===== config.mk =====
export PLATFORM = sky130hd
export DESIGN_NAME = cg_memory_arbiter_flat
export DESIGN_NICKNAME = d
export VERILOG_FILES = /design/src/rtl/cg_mem_arb_pkg.sv /design/src/rtl/cg_memory_arbiter_if.sv /design/src/rtl/cg_id_fifo.sv /design/src/rtl/cg_memory_arbiter.sv /design/src/flat_wrapper.sv
export SDC_FILE = /design/constraint.sdc
export NUM_CORES = 1
export LEC_CHECK = 0
export ABC_CLOCK_PERIOD_IN_PS = 5780
export CAP_MARGIN = 40
export CORE_AREA = 2 2 147 149
export CTS_CLUSTER_DIAMETER = 120
export CTS_CLUSTER_SIZE = 40
export DETAILED_ROUTE_END_ITERATION = 16
export DIE_AREA = 0 0 149 151
export DONT_BUFFER_PORTS = 1
export RECOVER_POWER = 100
export SLEW_MARGIN = 15
export SYNTH_ARGS = -nofsm -noshare
export SYNTH_HDL_FRONTEND = slang
export SYNTH_SLANG_ARGS = --single-unit

===== constraint.sdc =====
create_clock -name i_clk -period 5.78 [get_ports i_clk]
set_input_delay 1.445 -clock i_clk [delete_from_list [all_inputs] [get_ports i_clk]]
set_output_delay 1.445 -clock i_clk [all_outputs]
set_load 0.01 [all_outputs]

===== src/rtl/cg_mem_arb_pkg.sv =====
// Shared types and helpers for the two-master memory arbiter.
//   master_id_t  : identifies one of the NUM_MASTERS requesters
//   rr_next()    : round-robin pointer advance after a grant
//   rr_pick()    : grant selection from a request vector and priority pointer
//   id_onehot()  : one-hot per-master vector for an id
package cg_mem_arb_pkg;

  localparam int unsigned NUM_MASTERS = 2;

  typedef logic master_id_t;

  // Priority moves to the master that was not just served.
  function automatic master_id_t rr_next(input master_id_t granted);
    return master_id_t'(~granted);
  endfunction

  // Lone requester wins; on contention the pointer decides.
  function automatic master_id_t rr_pick(input logic [NUM_MASTERS-1:0] req,
                                         input master_id_t ptr);
    if (req == 2'b11) return ptr;
    return master_id_t'(req[1]);
  endfunction

  function automatic logic [NUM_MASTERS-1:0] id_onehot(input master_id_t id);
    return NUM_MASTERS'(1) << id;
  endfunction

endpackage


===== src/rtl/cg_memory_arbiter_if.sv =====
// Bus bundle between two masters, the arbiter and the single memory port.
//   s_* : per-master read request / read response / write channels
//   m_* : memory-side read request / read response / write channels
// Modports:
//   slave  : the arbiter's view (serves the masters, drives the memory port)
//   master : the environment's view (masters plus memory)
interface cg_memory_arbiter_if
  import cg_mem_arb_pkg::*;
#(
  parameter int unsigned DATA_WIDTH = 32,
  parameter int unsigned ADDR_WIDTH = 32
);

  logic [NUM_MASTERS-1:0]                 s_raddr_valid;
  logic [NUM_MASTERS-1:0]                 s_raddr_ready;
  logic [NUM_MASTERS-1:0][ADDR_WIDTH-1:0] s_raddr;
  logic [NUM_MASTERS-1:0]                 s_rdata_valid;
  logic [NUM_MASTERS-1:0]                 s_rdata_ready;
  logic [DATA_WIDTH-1:0]                  s_rdata;
  logic [NUM_MASTERS-1:0]                 s_wen;
  logic [NUM_MASTERS-1:0]                 s_wdata_valid;
  logic [NUM_MASTERS-1:0]                 s_wdata_ready;
  logic [NUM_MASTERS-1:0][ADDR_WIDTH-1:0] s_waddr;
  logic [NUM_MASTERS-1:0][DATA_WIDTH-1:0] s_wdata;

  logic                  m_raddr_valid;
  logic                  m_raddr_ready;
  logic [ADDR_WIDTH-1:0] m_raddr;
  logic                  m_rdata_valid;
  logic                  m_rdata_ready;
  logic [DATA_WIDTH-1:0] m_rdata;
  logic                  m_wen;
  logic                  m_wdata_valid;
  logic                  m_wdata_ready;
  logic [ADDR_WIDTH-1:0] m_waddr;
  logic [DATA_WIDTH-1:0] m_wdata;

  modport slave (
    input  s_raddr_valid, s_raddr, s_rdata_ready, s_wen, s_wdata_valid, s_waddr, s_wdata,
           m_raddr_ready, m_rdata_valid, m_rdata, m_wdata_ready,
    output s_raddr_ready, s_rdata_valid, s_rdata, s_wdata_ready,
           m_raddr_valid, m_raddr, m_rdata_ready, m_wen, m_wdata_valid, m_waddr, m_wdata
  );

  modport master (
    output s_raddr_valid, s_raddr, s_rdata_ready, s_wen, s_wdata_valid, s_waddr, s_wdata,
           m_raddr_ready, m_rdata_valid, m_rdata, m_wdata_ready,
    input  s_raddr_ready, s_rdata_valid, s_rdata, s_wdata_ready,
           m_raddr_valid, m_raddr, m_rdata_ready, m_wen, m_wdata_valid, m_waddr, m_wdata
  );

endinterface


===== src/rtl/cg_id_fifo.sv =====
// Synchronous FIFO of master ids for reads in flight, oldest at head.
//   i_clk, i_rst_n : clock, async active-low reset (clears pointers)
//   push, push_id  : enqueue an id (ignored when full)
//   pop            : dequeue the head (ignored when empty)
//   head           : id of the oldest outstanding read
//   full, empty    : occupancy flags from the current pointers only
module cg_id_fifo
  import cg_mem_arb_pkg::*;
#(
  parameter int unsigned DEPTH = 4
) (
  input  logic       i_clk,
  input  logic       i_rst_n,
  input  logic       push,
  input  master_id_t push_id,
  input  logic       pop,
  output master_id_t head,
  output logic       full,
  output logic       empty
);

  localparam int unsigned AW = $clog2(DEPTH);
  localparam int unsigned PW = AW + 1;

  logic [PW-1:0] wr_q;
  logic [PW-1:0] rd_q;
  master_id_t    slot_q [DEPTH];

  // Extra pointer bit distinguishes full from empty when the indices match.
  assign empty = (wr_q == rd_q);
  assign full  = (wr_q[AW] != rd_q[AW]) && (wr_q[AW-1:0] == rd_q[AW-1:0]);
  assign head  = slot_q[rd_q[AW-1:0]];

  // Pointers.
  always_ff @(posedge i_clk or negedge i_rst_n) begin
    if (!i_rst_n) begin
      wr_q <= '0;
      rd_q <= '0;
    end else begin
      if (push && !full)  wr_q <= wr_q + PW'(1);
      if (pop  && !empty) rd_q <= rd_q + PW'(1);
    end
  end

  // Storage needs no reset; entries are only read once written.
  always_ff @(posedge i_clk) begin
    if (push && !full) slot_q[wr_q[AW-1:0]] <= push_id;
  end

endmodule


===== src/rtl/cg_memory_arbiter.sv =====
// Two-master round-robin arbiter in front of a single memory port.
// Read and write requests are granted combinationally (no added latency);
// read responses, which the memory returns in issue order, are routed back
// to the issuing master using a FIFO of outstanding master ids.
//   i_clk   : clock
//   i_rst_n : asynchronous active-low reset; forces every ready/valid output low
//   bus     : slave view of the master/memory bundle
module cg_memory_arbiter
  import cg_mem_arb_pkg::*;
#(
  parameter int unsigned DATA_WIDTH  = 32,
  parameter int unsigned ADDR_WIDTH  = 32,
  parameter int unsigned OUTSTANDING = 4
) (
  input logic                i_clk,
  input logic                i_rst_n,
  cg_memory_arbiter_if.slave bus
);

  master_id_t rd_ptr;
  master_id_t wr_ptr;
  master_id_t rd_grant;
  master_id_t wr_grant;
  master_id_t head_id;
  logic       fifo_full;
  logic       fifo_empty;
  logic       rd_issue_c;
  logic       rd_hs;
  logic       rsp_ok_c;
  logic       rsp_hs;
  logic       wr_req_any;
  logic       wr_hs;

  logic [NUM_MASTERS-1:0] wr_req;
  logic [ADDR_WIDTH-1:0]  rd_addr_c;
  logic [DATA_WIDTH-1:0]  rsp_data_c;

  // Read request arbitration; a full ID FIFO blocks issue.
  assign rd_grant          = rr_pick(bus.s_raddr_valid, rd_ptr);
  assign rd_addr_c         = bus.s_raddr[rd_grant];
  assign bus.m_raddr_valid = i_rst_n & (|bus.s_raddr_valid) & ~fifo_full;
  assign bus.m_raddr       = rd_addr_c;
  assign rd_issue_c        = bus.m_raddr_valid & bus.m_raddr_ready;
  assign bus.s_raddr_ready = id_onehot(rd_grant) & {NUM_MASTERS{rd_issue_c}};
  assign rd_hs             = rd_issue_c;

  // Response routing to the master at the FIFO head.
  assign rsp_ok_c          = i_rst_n & ~fifo_empty;
  assign bus.s_rdata_valid = id_onehot(head_id) & {NUM_MASTERS{rsp_ok_c & bus.m_rdata_valid}};
  assign bus.m_rdata_ready = rsp_ok_c & bus.s_rdata_ready[head_id];
  assign rsp_data_c        = bus.m_rdata;
  assign bus.s_rdata       = rsp_data_c;
  assign rsp_hs            = bus.m_rdata_valid & bus.m_rdata_ready;

  // Write arbitration, independent of the read channel.
  assign wr_req            = bus.s_wen & bus.s_wdata_valid;
  assign wr_req_any        = i_rst_n & (|wr_req);
  assign wr_grant          = rr_pick(wr_req, wr_ptr);
  assign bus.m_wen         = wr_req_any;
  assign bus.m_wdata_valid = wr_req_any;
  assign bus.m_waddr       = bus.s_waddr[wr_grant];
  assign bus.m_wdata       = bus.s_wdata[wr_grant];
  assign wr_hs             = wr_req_any & bus.m_wdata_ready;
  assign bus.s_wdata_ready = id_onehot(wr_grant) & {NUM_MASTERS{wr_hs}};

  // Priority pointers only move on a handshake so a stalled grant stays put.
  always_ff @(posedge i_clk or negedge i_rst_n) begin
    if (!i_rst_n) begin
      rd_ptr <= '0;
      wr_ptr <= '0;
    end else begin
      if (rd_hs) rd_ptr <= rr_next(rd_grant);
      if (wr_hs) wr_ptr <= rr_next(wr_grant);
    end
  end

  cg_id_fifo #(
    .DEPTH (OUTSTANDING)
  ) u_id_fifo (
    .i_clk   (i_clk),
    .i_rst_n (i_rst_n),
    .push    (rd_hs),
    .push_id (rd_grant),
    .pop     (rsp_hs),
    .head    (head_id),
    .full    (fifo_full),
    .empty   (fifo_empty)
  );

  // A response with nothing outstanding is a memory protocol violation; it is dropped.
  a_no_orphan_rsp: assert property (@(posedge i_clk) disable iff (!i_rst_n)
                                    !(bus.m_rdata_valid && fifo_empty));

endmodule


===== src/flat_wrapper.sv =====
// flat-port wrapper written by rule: the top's interface ports become plain ports
module cg_memory_arbiter_flat import cg_mem_arb_pkg::*;
#(
  parameter int unsigned DATA_WIDTH  = 32,
  parameter int unsigned ADDR_WIDTH  = 32,
  parameter int unsigned OUTSTANDING = 4
)
  (i_clk, i_rst_n, bus_s_raddr_valid, bus_s_raddr, bus_s_rdata_ready, bus_s_wen, bus_s_wdata_valid, bus_s_waddr, bus_s_wdata, bus_m_raddr_ready, bus_m_rdata_valid, bus_m_rdata, bus_m_wdata_ready, bus_s_raddr_ready, bus_s_rdata_valid, bus_s_rdata, bus_s_wdata_ready, bus_m_raddr_valid, bus_m_raddr, bus_m_rdata_ready, bus_m_wen, bus_m_wdata_valid, bus_m_waddr, bus_m_wdata);
  cg_memory_arbiter_if #(.DATA_WIDTH(DATA_WIDTH), .ADDR_WIDTH(ADDR_WIDTH)) bus_i ();
  input logic i_clk;
  input logic i_rst_n;
  input wire logic [$bits(bus_i.s_raddr_valid)-1:0] bus_s_raddr_valid;
  input wire logic [$bits(bus_i.s_raddr)-1:0] bus_s_raddr;
  input wire logic [$bits(bus_i.s_rdata_ready)-1:0] bus_s_rdata_ready;
  input wire logic [$bits(bus_i.s_wen)-1:0] bus_s_wen;
  input wire logic [$bits(bus_i.s_wdata_valid)-1:0] bus_s_wdata_valid;
  input wire logic [$bits(bus_i.s_waddr)-1:0] bus_s_waddr;
  input wire logic [$bits(bus_i.s_wdata)-1:0] bus_s_wdata;
  input wire logic [$bits(bus_i.m_raddr_ready)-1:0] bus_m_raddr_ready;
  input wire logic [$bits(bus_i.m_rdata_valid)-1:0] bus_m_rdata_valid;
  input wire logic [$bits(bus_i.m_rdata)-1:0] bus_m_rdata;
  input wire logic [$bits(bus_i.m_wdata_ready)-1:0] bus_m_wdata_ready;
  output wire logic [$bits(bus_i.s_raddr_ready)-1:0] bus_s_raddr_ready;
  output wire logic [$bits(bus_i.s_rdata_valid)-1:0] bus_s_rdata_valid;
  output wire logic [$bits(bus_i.s_rdata)-1:0] bus_s_rdata;
  output wire logic [$bits(bus_i.s_wdata_ready)-1:0] bus_s_wdata_ready;
  output wire logic [$bits(bus_i.m_raddr_valid)-1:0] bus_m_raddr_valid;
  output wire logic [$bits(bus_i.m_raddr)-1:0] bus_m_raddr;
  output wire logic [$bits(bus_i.m_rdata_ready)-1:0] bus_m_rdata_ready;
  output wire logic [$bits(bus_i.m_wen)-1:0] bus_m_wen;
  output wire logic [$bits(bus_i.m_wdata_valid)-1:0] bus_m_wdata_valid;
  output wire logic [$bits(bus_i.m_waddr)-1:0] bus_m_waddr;
  output wire logic [$bits(bus_i.m_wdata)-1:0] bus_m_wdata;
  assign bus_i.s_raddr_valid = bus_s_raddr_valid;
  assign bus_i.s_raddr = bus_s_raddr;
  assign bus_i.s_rdata_ready = bus_s_rdata_ready;
  assign bus_i.s_wen = bus_s_wen;
  assign bus_i.s_wdata_valid = bus_s_wdata_valid;
  assign bus_i.s_waddr = bus_s_waddr;
  assign bus_i.s_wdata = bus_s_wdata;
  assign bus_i.m_raddr_ready = bus_m_raddr_ready;
  assign bus_i.m_rdata_valid = bus_m_rdata_valid;
  assign bus_i.m_rdata = bus_m_rdata;
  assign bus_i.m_wdata_ready = bus_m_wdata_ready;
  assign bus_s_raddr_ready = bus_i.s_raddr_ready;
  assign bus_s_rdata_valid = bus_i.s_rdata_valid;
  assign bus_s_rdata = bus_i.s_rdata;
  assign bus_s_wdata_ready = bus_i.s_wdata_ready;
  assign bus_m_raddr_valid = bus_i.m_raddr_valid;
  assign bus_m_raddr = bus_i.m_raddr;
  assign bus_m_rdata_ready = bus_i.m_rdata_ready;
  assign bus_m_wen = bus_i.m_wen;
  assign bus_m_wdata_valid = bus_i.m_wdata_valid;
  assign bus_m_waddr = bus_i.m_waddr;
  assign bus_m_wdata = bus_i.m_wdata;
  cg_memory_arbiter #(.DATA_WIDTH(DATA_WIDTH), .ADDR_WIDTH(ADDR_WIDTH), .OUTSTANDING(OUTSTANDING)) u_core (.i_clk(i_clk), .i_rst_n(i_rst_n), .bus(bus_i));
endmodule

After elaboration in Yosys (flattened, before gate mapping)
Memories as Yosys holds them, arrays and structs flattened.
Cells that the tools add are included.

word-level totals
  register bits = 8
  RAM bits = 4
  input bits = 237
  output and inout port bits = 138
  logic and storage cells = 58
  memories kept = 1

operators by class
  $add $sub $neg = 2
  order comparisons = 3
  eq/ne operators = 5
  shift-type cells = 3
  multiplexer cells = 16
  bitwise operators = 17
  reduce and logical (&&, ||, !) cells = 7

memories
  name                     depth  bits a word  rd ports  clocked after Yosys merged registers in  wr ports  RTL line          source
  u_core.u_id_fifo.slot_q  4      1            1         0                                        1         cg_id_fifo.sv:27  master_id_t slot_q [DEPTH];

operator list
  kind                 number
  $mux 32              6
  $mux 1               10
  $and 1x1->1          9
  $and 2x2->2          4
  $add 3x1->3 const B  2
  $lt 1x2->1 const B   3
  $shl 1x1->2 const A  3
  $eq 2x2->1 const B   2
  $not 1->1            4
  $reduce_or 2->1      2
  $eq 3x3->1           1
  $logic_and 1x1->1    3
  $eq 2x2->1           1
  $logic_not 1->1      2
  $ne 1x1->1           1

Logic depth before layout (Yosys ltp)
Gate-level depths: netlist (run 1).

  depth in word-level cells = 8
  depth in mapped cells = 5
  gate-level depth less buffers = 4

Cells and area by module
Synthesis (run 1) repeated with hierarchy kept, for this count alone.

unflattened totals
  cells, all modules = 217
  area, all modules = 2237.1 um^2

modules (own cells, without submodules)
  module             instances  cells an instance  area each (um^2)  sequential area each (um^2)
  cg_memory_arbiter  1          166                1639.1            50.0
  cg_id_fifo         1          51                 598.1             270.3

Worst setup path after synthesis (run 1)
No wires, ideal clock.

  path type = input to output
  from = in bus_s_wen[0]
  to = out bus_m_waddr[10]
  arrival time = 2521 ps
  data required time = 4335 ps
  path slack = 1814 ps
  stages on the path = 5
  path buffers = 2
  path through = nand2_1 > o21bai_1 > buf_2 > buf_2 > mux2_2

on the way
  word-level cells in the longest chain between the ends = 6

RTL lines
  what                                        RTL line                 source
  start, declared                             flat_wrapper.sv:15       input wire logic [$bits(bus_i.s_wen)-1:0] bus_s_wen;
  $and 2x2->2                                 cg_memory_arbiter.sv:56  assign wr_req = bus.s_wen & bus.s_wdata_valid;
  $eq 2x2->1                                  cg_mem_arb_pkg.sv:20     if (req == 2'b11) return ptr;
  $mux 1                                      cg_mem_arb_pkg.sv:20
  $mux 1                                      cg_mem_arb_pkg.sv:21     return master_id_t'(req[1]);
  $mux 32 (not written as such) (2 in a row)  cg_memory_arbiter.sv:61  assign bus.m_waddr = bus.s_waddr[wr_grant];
  end, declared                               flat_wrapper.sv:32       output wire logic [$bits(bus_i.m_waddr)-1:0] bus_m_waddr;

Every way passes these cells. The select of a mux whose other input is x is not followed.

Worst setup path after layout (run 1)
  from = in bus_s_wen[0]
  to = out bus_m_wdata[30]

on the way
  word-level cells in the longest chain between the ends = 6

RTL lines
  what                                        RTL line                 source
  $and 2x2->2                                 cg_memory_arbiter.sv:56
  $eq 2x2->1                                  cg_mem_arb_pkg.sv:20
  $mux 1                                      cg_mem_arb_pkg.sv:20
  $mux 1                                      cg_mem_arb_pkg.sv:21
  $mux 32 (not written as such) (2 in a row)  cg_memory_arbiter.sv:62  assign bus.m_wdata = bus.s_wdata[wr_grant];
  end, declared                               flat_wrapper.sv:33       output wire logic [$bits(bus_i.m_wdata)-1:0] bus_m_wdata;

Every way passes these cells. The select of a mux whose other input is x is not followed.

==> results of run 1 <==
## sequential cells by signal, summed over array words and instances, names as in the netlist
name and cells:
u_core.wr_ptr 1, u_core.u_id_fifo.rd_q 3, u_core.u_id_fifo.slot_q 4, u_core.u_id_fifo.wr_q 3, u_core.rd_ptr 1
## layout make-up
class	count	share of cell area, %
clock buffer	3	3.36
timing repair buffer	4	0.840
clock inverter	1	0.168
multi-input combinational	139	64.9
sequential	12	14.3
inverter	5	0.840
tap	275	15.4
antenna	1	0.112
## cell families (layout without fill, tap and decap cells)
logic type	count (synthesis)	count (layout)
mux	102	102
buf+inv	48	13
simple gates	17	17
flops	12	12
xor+xnor	8	8
compound gates	7	7
fa+ha+maj	5	5
other cells	0	1
## report_power, final
part / switching (W) / internal [W] / leakage, nW
sequential: 0.0000385 / 0.000119 / 0.129
clock: 0.0000468 / 0.0000919 / 0.0385
combinational: 0.000168 / 0.000117 / 0.601
## layer usage
layer / routed length [microns] / vias to the layer above
met5: 0 / -
met4: 253 / 0
met3: 1130 / 19
met2: 4520 / 207
met1: 2950 / 674
li1: - / 608
## worst max-delay path by stage
stage	depth (start not counted)	to	from
2_1_floorplan	5	bus_m_waddr[10]	bus_s_wen[0]
3_3_place_gp	4	bus_m_wdata[19]	bus_s_wen[0]
3_5_place_dp	4	bus_m_wdata[18]	bus_s_wen[0]
4_1_cts	4	bus_m_wdata[18]	bus_s_wen[0]
5_1_grt	4	bus_m_raddr[29]	bus_s_raddr_valid[0]
6_report	4	bus_m_wdata[30]	bus_s_wen[0]
## stage by stage
step / power (W) / utilization [%] / std cells / instance area, sq um / hold slack (ns)
global route: 0.000626 / 10.7 / 440 / 2230 / 0.569
floorplan: 0.000446 / - / 199 / 2090 / 0.480
CTS: 0.000642 / 11.0 / 439 / 2290 / 0.527
global placement: 0.000481 / 10.5 / 434 / 2180 / 0.513
detailed placement: 0.000495 / 10.6 / 435 / 2210 / 0.515
finish: 0.000582 / 10.7 / 440 / 2230 / 0.518
## layout by cell type (no fill, tap or decap)
cell / netlist / routed
sky130_fd_sc_hd__a21boi_0: 1 / 1
sky130_fd_sc_hd__and3_1: 5 / 5
sky130_fd_sc_hd__buf_4: 33 / 1
sky130_fd_sc_hd__clkbuf_1: 3 / 3
sky130_fd_sc_hd__clkbuf_16: 0 / 3
sky130_fd_sc_hd__clkinv_1: 0 / 1
sky130_fd_sc_hd__dfrtp_1: 8 / 8
sky130_fd_sc_hd__diode_2: 0 / 1
sky130_fd_sc_hd__edfxtp_1: 4 / 4
sky130_fd_sc_hd__ha_1: 5 / 5
sky130_fd_sc_hd__inv_1: 5 / 5
sky130_fd_sc_hd__mux2_1: 0 / 94
sky130_fd_sc_hd__mux2_2: 99 / 5
sky130_fd_sc_hd__mux2_4: 1 / 1
sky130_fd_sc_hd__mux2i_1: 0 / 1
sky130_fd_sc_hd__mux4_2: 1 / 1
sky130_fd_sc_hd__nand2_1: 4 / 4
sky130_fd_sc_hd__nor2_1: 6 / 7
sky130_fd_sc_hd__nor3b_1: 1 / 1
sky130_fd_sc_hd__o21a_1: 1 / 1
sky130_fd_sc_hd__o21ai_4: 0 / 1
sky130_fd_sc_hd__o21bai_4: 0 / 1
sky130_fd_sc_hd__o311ai_0: 0 / 1
sky130_fd_sc_hd__o31a_2: 1 / 1
sky130_fd_sc_hd__o31ai_1: 1 / 1
sky130_fd_sc_hd__xnor2_1: 2 / 2
sky130_fd_sc_hd__xor2_1: 6 / 6
==> impl_metrics.env, run 1 <==
export IMPL_status="complete, no violations"
export IMPL_antenna_found_initial=1
export IMPL_finalCritPeriodShare_pct=82.3
export IMPL_worst_ep_required_time_ns=4.34
export IMPL_crit_arrival_ns=3.31
export IMPL_die_width_microns=149
export IMPL_worst_hold_path_endpoint="u_core.u_id_fifo.wr_q[2]"
export IMPL_cts_buffer_depth=2
export IMPL_worst_r2r_path_depth=4
export IMPL_tritoncts="yes"
export IMPL_drc=0
export IMPL_via_per_inst=3.43
export IMPL_ys_seq_elements=12
export IMPL_synth_adder_area_share_pct=3.00
export IMPL_rsz0062_at_grt="no"
export IMPL_synth_area_per_cell_sq_um=10.5
export IMPL_core_outline_area_sq_um=20800
export IMPL_pin_count_of_the_biggest_net_entering_global_routing=32
export IMPL_synthDominantAreaCellType="sky130_fd_sc_hd__mux2_2"
export IMPL_fin_tns_setup_ns=0
export IMPL_vdd_ir_drop_worst_v=0.000127
export IMPL_num_fill_cells=2391
export IMPL_synth_xor_xnor_area_share_pct=3.36
export IMPL_detailedPlacementHpwl_mm=8.16
export IMPL_hold_violations=0
export IMPL_die_height_microns=151
export IMPL_synth_top_family_by_area="multiplexers"
export IMPL_dpl_worst_slack_ns=1.29
export IMPL_crit_chain="nand2_1 -> o21bai_4 -> clkbuf_1 -> mux2_1"
export IMPL_period_needed_ns=4.76
export IMPL_seq_area_sq_um=320
export IMPL_post_cts_setup_buffer_count=0
export IMPL_detailedRoute_firstIterationViolations=29
export IMPL_gr_total_overflow=0
export IMPL_numCtsBuffers=3
export IMPL_cts_max_level=1
export IMPL_root_buffer="sky130_fd_sc_hd__clkbuf_16"
export IMPL_synth_simple_gate_area_share_pct=3.96
export IMPL_power_density_nw_per_um2=260
export IMPL_grt_met2_usage_pct=12.9
export IMPL_crit_reg2reg_capture="u_core.u_id_fifo.rd_q[1]"
export IMPL_global_route_usage_met3_pct=2.65
export IMPL_min_delay_path_depth=1
export IMPL_synth_enable_flop_cells=4
export IMPL_rows=53
export IMPL_post_synth_mux_area_share_pct=55.9
export IMPL_synth_largest_type_area_fraction_pct=53.4
export IMPL_final_critical_path_setup_slack_ns=1.02
export IMPL_yosysMostFrequentCell="sky130_fd_sc_hd__mux2_2"
export IMPL_timing_fmax_mhz=210
export IMPL_syn_nets=441
export IMPL_post_route_cells_drive_above_1_share_pct=8.54
export IMPL_synthTopCellsByCount="sky130_fd_sc_hd__mux2_2, sky130_fd_sc_hd__buf_4, sky130_fd_sc_hd__dfrtp_1"
export IMPL_max_capacitance_violation_total=0
export IMPL_netlist_top_cells_area="sky130_fd_sc_hd__mux2_2, sky130_fd_sc_hd__buf_4, sky130_fd_sc_hd__dfrtp_1"
export IMPL_worstSetupEndpointType="output pin"
export IMPL_worst_slew_pin_slew_ns=1.11
export IMPL_final_nets=407
export IMPL_count_of_port_buffers_added_during_placement=0
export IMPL_number_of_buffers_inserted_for_hold_repair_after_clock_tree_synthesis=0
export IMPL_initial_utilization_pct=10.0
export IMPL_postSynth_topFlopCell="sky130_fd_sc_hd__dfrtp_1"
export IMPL_grt_util_all_layers_pct=6.94
export IMPL_gr_max_usage_layer="met2"
export IMPL_static_leakage_power_nw=0.769
export IMPL_standard_cell_with_the_maximum_stage_delay_on_the_critical_path="sky130_fd_sc_hd__o21bai_4"
export IMPL_finalWeightedCongestion=0.786
export IMPL_firstDrtPassIters=2
export IMPL_number_of_gates_resized_after_cts=0
export IMPL_synth_async_reset_ratio_pct=66.7
export IMPL_via_count=1508
export IMPL_number_of_global_route_vias_before_repair=1452
export IMPL_ys_warnings_count=0
export IMPL_setup_violations_final=0
export IMPL_min_delay_start="u_core.u_id_fifo.wr_q[2]"
export IMPL_critical_path_max_stage_delay_ns=0.67
export IMPL_worst_skew_pair_late_latency_ns=0.25
export IMPL_design_die_area_sq_um=22500
export IMPL_r2r_slack_ns=3.49
export IMPL_routed_wl_mm=8.86
export IMPL_min_path_type="register to register"
export IMPL_dominant_delay_contributor_by_cell_family_on_the_critical_path="compound AO/OA/AOI/OAI gates"
export IMPL_crit_reg2reg_launch="u_core.u_id_fifo.rd_q[1]"
export IMPL_grt_pass1_wl_mm=10.5
export IMPL_global_route_met1_usage_pct=6.86
export IMPL_area_growth_synth_to_final_pct=7.14
export IMPL_multiInputGateArea_sq_um=1450
export IMPL_cts_num_sinks=12
export IMPL_synth_compound_area_share_pct=3.42
export IMPL_post_drt_wl_per_cell_microns=20.1
export IMPL_setup_worst_path_class="primary input to output pin"
export IMPL_fin_skew_ns=0.0111
export IMPL_post_synthesis_cell_count=199
export IMPL_maxSlewHeadroom_pct=24.7
export IMPL_final_antenna_net_count=0
export IMPL_report_final_slew_viol_count=0
export IMPL_maximum_fanout_along_the_worst_path=31
export IMPL_netlist_area_sq_um=2090
export IMPL_start_kind="primary input"
export IMPL_yosys_cell_types_count=25
export IMPL_io_pins=375
export IMPL_cts_reportedPaths_clkPinSlew_ns=0.06
export IMPL_synth_seq_area_share_pct=15.4
export IMPL_critical_path_buf_inv_count=1
(Power assumes the default switching activity.)
==> run 2: changes to the inputs <==
- ABC_CLOCK_PERIOD_IN_PS: 5780 -> 4000
- clock period: 5.78 -> 4 ns (I/O delays scaled with it)
==> impl_metrics.env, run 2 (synthesized netlist as in run 1, its figures left out) <==
export IMPL_status="complete, no violations"
export IMPL_fin_tns_setup_ns=0
export IMPL_detailedRoute_firstIterationViolations=28
export IMPL_post_cts_setup_buffer_count=0
export IMPL_maximum_fanout_along_the_worst_path=40
export IMPL_gr_total_overflow=0
export IMPL_final_antenna_net_count=0
export IMPL_grt_pass1_wl_mm=10.6
export IMPL_hold_violations=0
export IMPL_cts_num_sinks=12
export IMPL_start_kind="primary input"
export IMPL_firstDrtPassIters=4
export IMPL_fin_skew_ns=0.00133
export IMPL_die_width_microns=149
export IMPL_num_fill_cells=2389
export IMPL_number_of_gates_resized_after_cts=0
export IMPL_most_common_layout_cells="sky130_fd_sc_hd__mux2_1, sky130_fd_sc_hd__dfrtp_1, sky130_fd_sc_hd__nor2_1"
export IMPL_max_capacitance_violation_total=0
export IMPL_rows=53
export IMPL_timing_fmax_mhz=283
export IMPL_detailedPlacementHpwl_mm=8.24
export IMPL_vdd_ir_drop_worst_v=0.000201
export IMPL_grt_util_all_layers_pct=6.94
export IMPL_die_height_microns=151
export IMPL_core_outline_area_sq_um=20800
export IMPL_routed_wl_mm=8.92
export IMPL_setup_worst_path_class="primary input to output pin"
export IMPL_post_drt_wl_per_cell_microns=20.3
export IMPL_static_leakage_power_nw=0.780
export IMPL_min_path_type="primary input to async pin"
export IMPL_io_pins=375
export IMPL_period_needed_ns=3.53
export IMPL_crit_chain="nand2_1 -> o21bai_2 -> buf_12 -> mux2_1"
export IMPL_power_density_nw_per_um2=376
export IMPL_design_die_area_sq_um=22500
export IMPL_post_route_cells_drive_above_1_share_pct=10.4
export IMPL_finalWeightedCongestion=0.805
export IMPL_number_of_buffers_inserted_for_hold_repair_after_clock_tree_synthesis=0
export IMPL_report_final_slew_viol_count=0
export IMPL_finalCritPeriodShare_pct=88.3
export IMPL_maxSlewHeadroom_pct=43.5
export IMPL_p_total_w=0.000846
export IMPL_worst_ep_required_time_ns=3.00
export IMPL_crit_arrival_ns=2.53
export IMPL_dp_cells=435
export IMPL_setup_violations_final=0
export IMPL_critical_path_max_stage_delay_ns=0.68
export IMPL_worst_slew_pin_slew_ns=0.847
export IMPL_initial_utilization_pct=10.0
export IMPL_tritoncts="yes"
export IMPL_final_nets=407
export IMPL_antenna_found_initial=3
export IMPL_via_count=1534
export IMPL_number_of_global_route_vias_before_repair=1506
export IMPL_via_per_inst=3.49
export IMPL_numCtsBuffers=3
export IMPL_cts_buffer_depth=2
export IMPL_drc=0
export IMPL_most_frequent_standard_cell_in_the_layout_excluding_fill_and_tap_cells="sky130_fd_sc_hd__mux2_1"
export IMPL_rsz0062_at_grt="no"
export IMPL_count_of_port_buffers_added_during_placement=0
export IMPL_root_buffer="sky130_fd_sc_hd__clkbuf_16"
export IMPL_finalNonFillerCells=440
export IMPL_area_growth_synth_to_final_pct=7.92
export IMPL_worstSetupEndpointType="output pin"
export IMPL_pin_count_of_the_biggest_net_entering_global_routing=41
export IMPL_cts_max_level=1
export IMPL_standard_cell_with_the_maximum_stage_delay_on_the_critical_path="sky130_fd_sc_hd__o21bai_2"
export IMPL_max_reg_flops=4
export IMPL_worst_skew_pair_late_latency_ns=0.24
export IMPL_cts_reportedPaths_clkPinSlew_ns=0.05
-- run 2: changes by cell type in the layout (fill, tap and decap cells not counted), sizes merged --
| cell | previous run | this run |
|---|---|---|
| buf | 1 | 2 |
| clkbuf | 6 | 5 |
-- run 2: area by class of cell --
type	instances	area, sq um	area share, %
multi-input combinational	139	1450	64.4
clock inverter	1	3.75	0.167
timing repair buffer	4	36.3	1.61
clock buffer	3	75.1	3.34
tap	275	344	15.3
sequential	12	320	14.2
inverter	5	18.8	0.834
antenna	1	2.50	0.111
-- run 2: power breakdown --
group / switching (W) / internal (W)
Combinational: 0.000257 / 0.000174
Sequential: 0.0000526 / 0.000172
Clock: 0.0000577 / 0.000132
Total: 0.000367 / 0.000479
-- run 2: path summary, 6_finish.rpt --
kind,from,endpoint,slack [ns],cells past startpoint
max reg2reg,u_core.u_id_fifo.rd_q[0],u_core.u_id_fifo.rd_q[1],1.98,4
min,i_rst_n,u_core.u_id_fifo.wr_q[1],0.45,0
max in group asynchronous,i_rst_n,u_core.u_id_fifo.wr_q[2],3.48,0
min in group i_clk,u_core.rd_ptr,u_core.rd_ptr,0.50,1
max,bus_s_wen[0],bus_m_wdata[25],0.47,4
min reg2reg,u_core.rd_ptr,u_core.rd_ptr,0.50,1
-- run 2: stage by stage --
step / cell area [sq um] / setup slack, ns / util, % / hold slack [ns]
floorplan: 2090 / 0.924 / - / 0.480
global placement: 2200 / 0.712 / 10.6 / 0.514
detailed placement: 2200 / 0.678 / 10.6 / 0.517
CTS: 2280 / 0.676 / 10.9 / 0.445
global route: 2250 / 0.352 / 10.8 / 0.440
finish: 2250 / 0.467 / 10.8 / 0.451
-- run 2: critical path, delay by kind of cell --
kind | cells | cell delay [ns]
buf+inv | 1 | 0.31
mux | 1 | 0.42
compound gates | 1 | 0.68
simple gates | 1 | 0.09
-- run 2: metal layers --
layer,part of all wire (%),global-route usage (%),vias up
li1,-,-,611
met2,53,13.9,208
met3,14,3.22,16
met4,1.5,1.33,0
met1,32,6.37,699
met5,0,0,-
==> run 3: changes to the inputs <==
- SLEW_MARGIN: 15 -> 0
==> results of run 3 <==
Same layout as run 2: the final DEF is identical, and so are final timing and power.
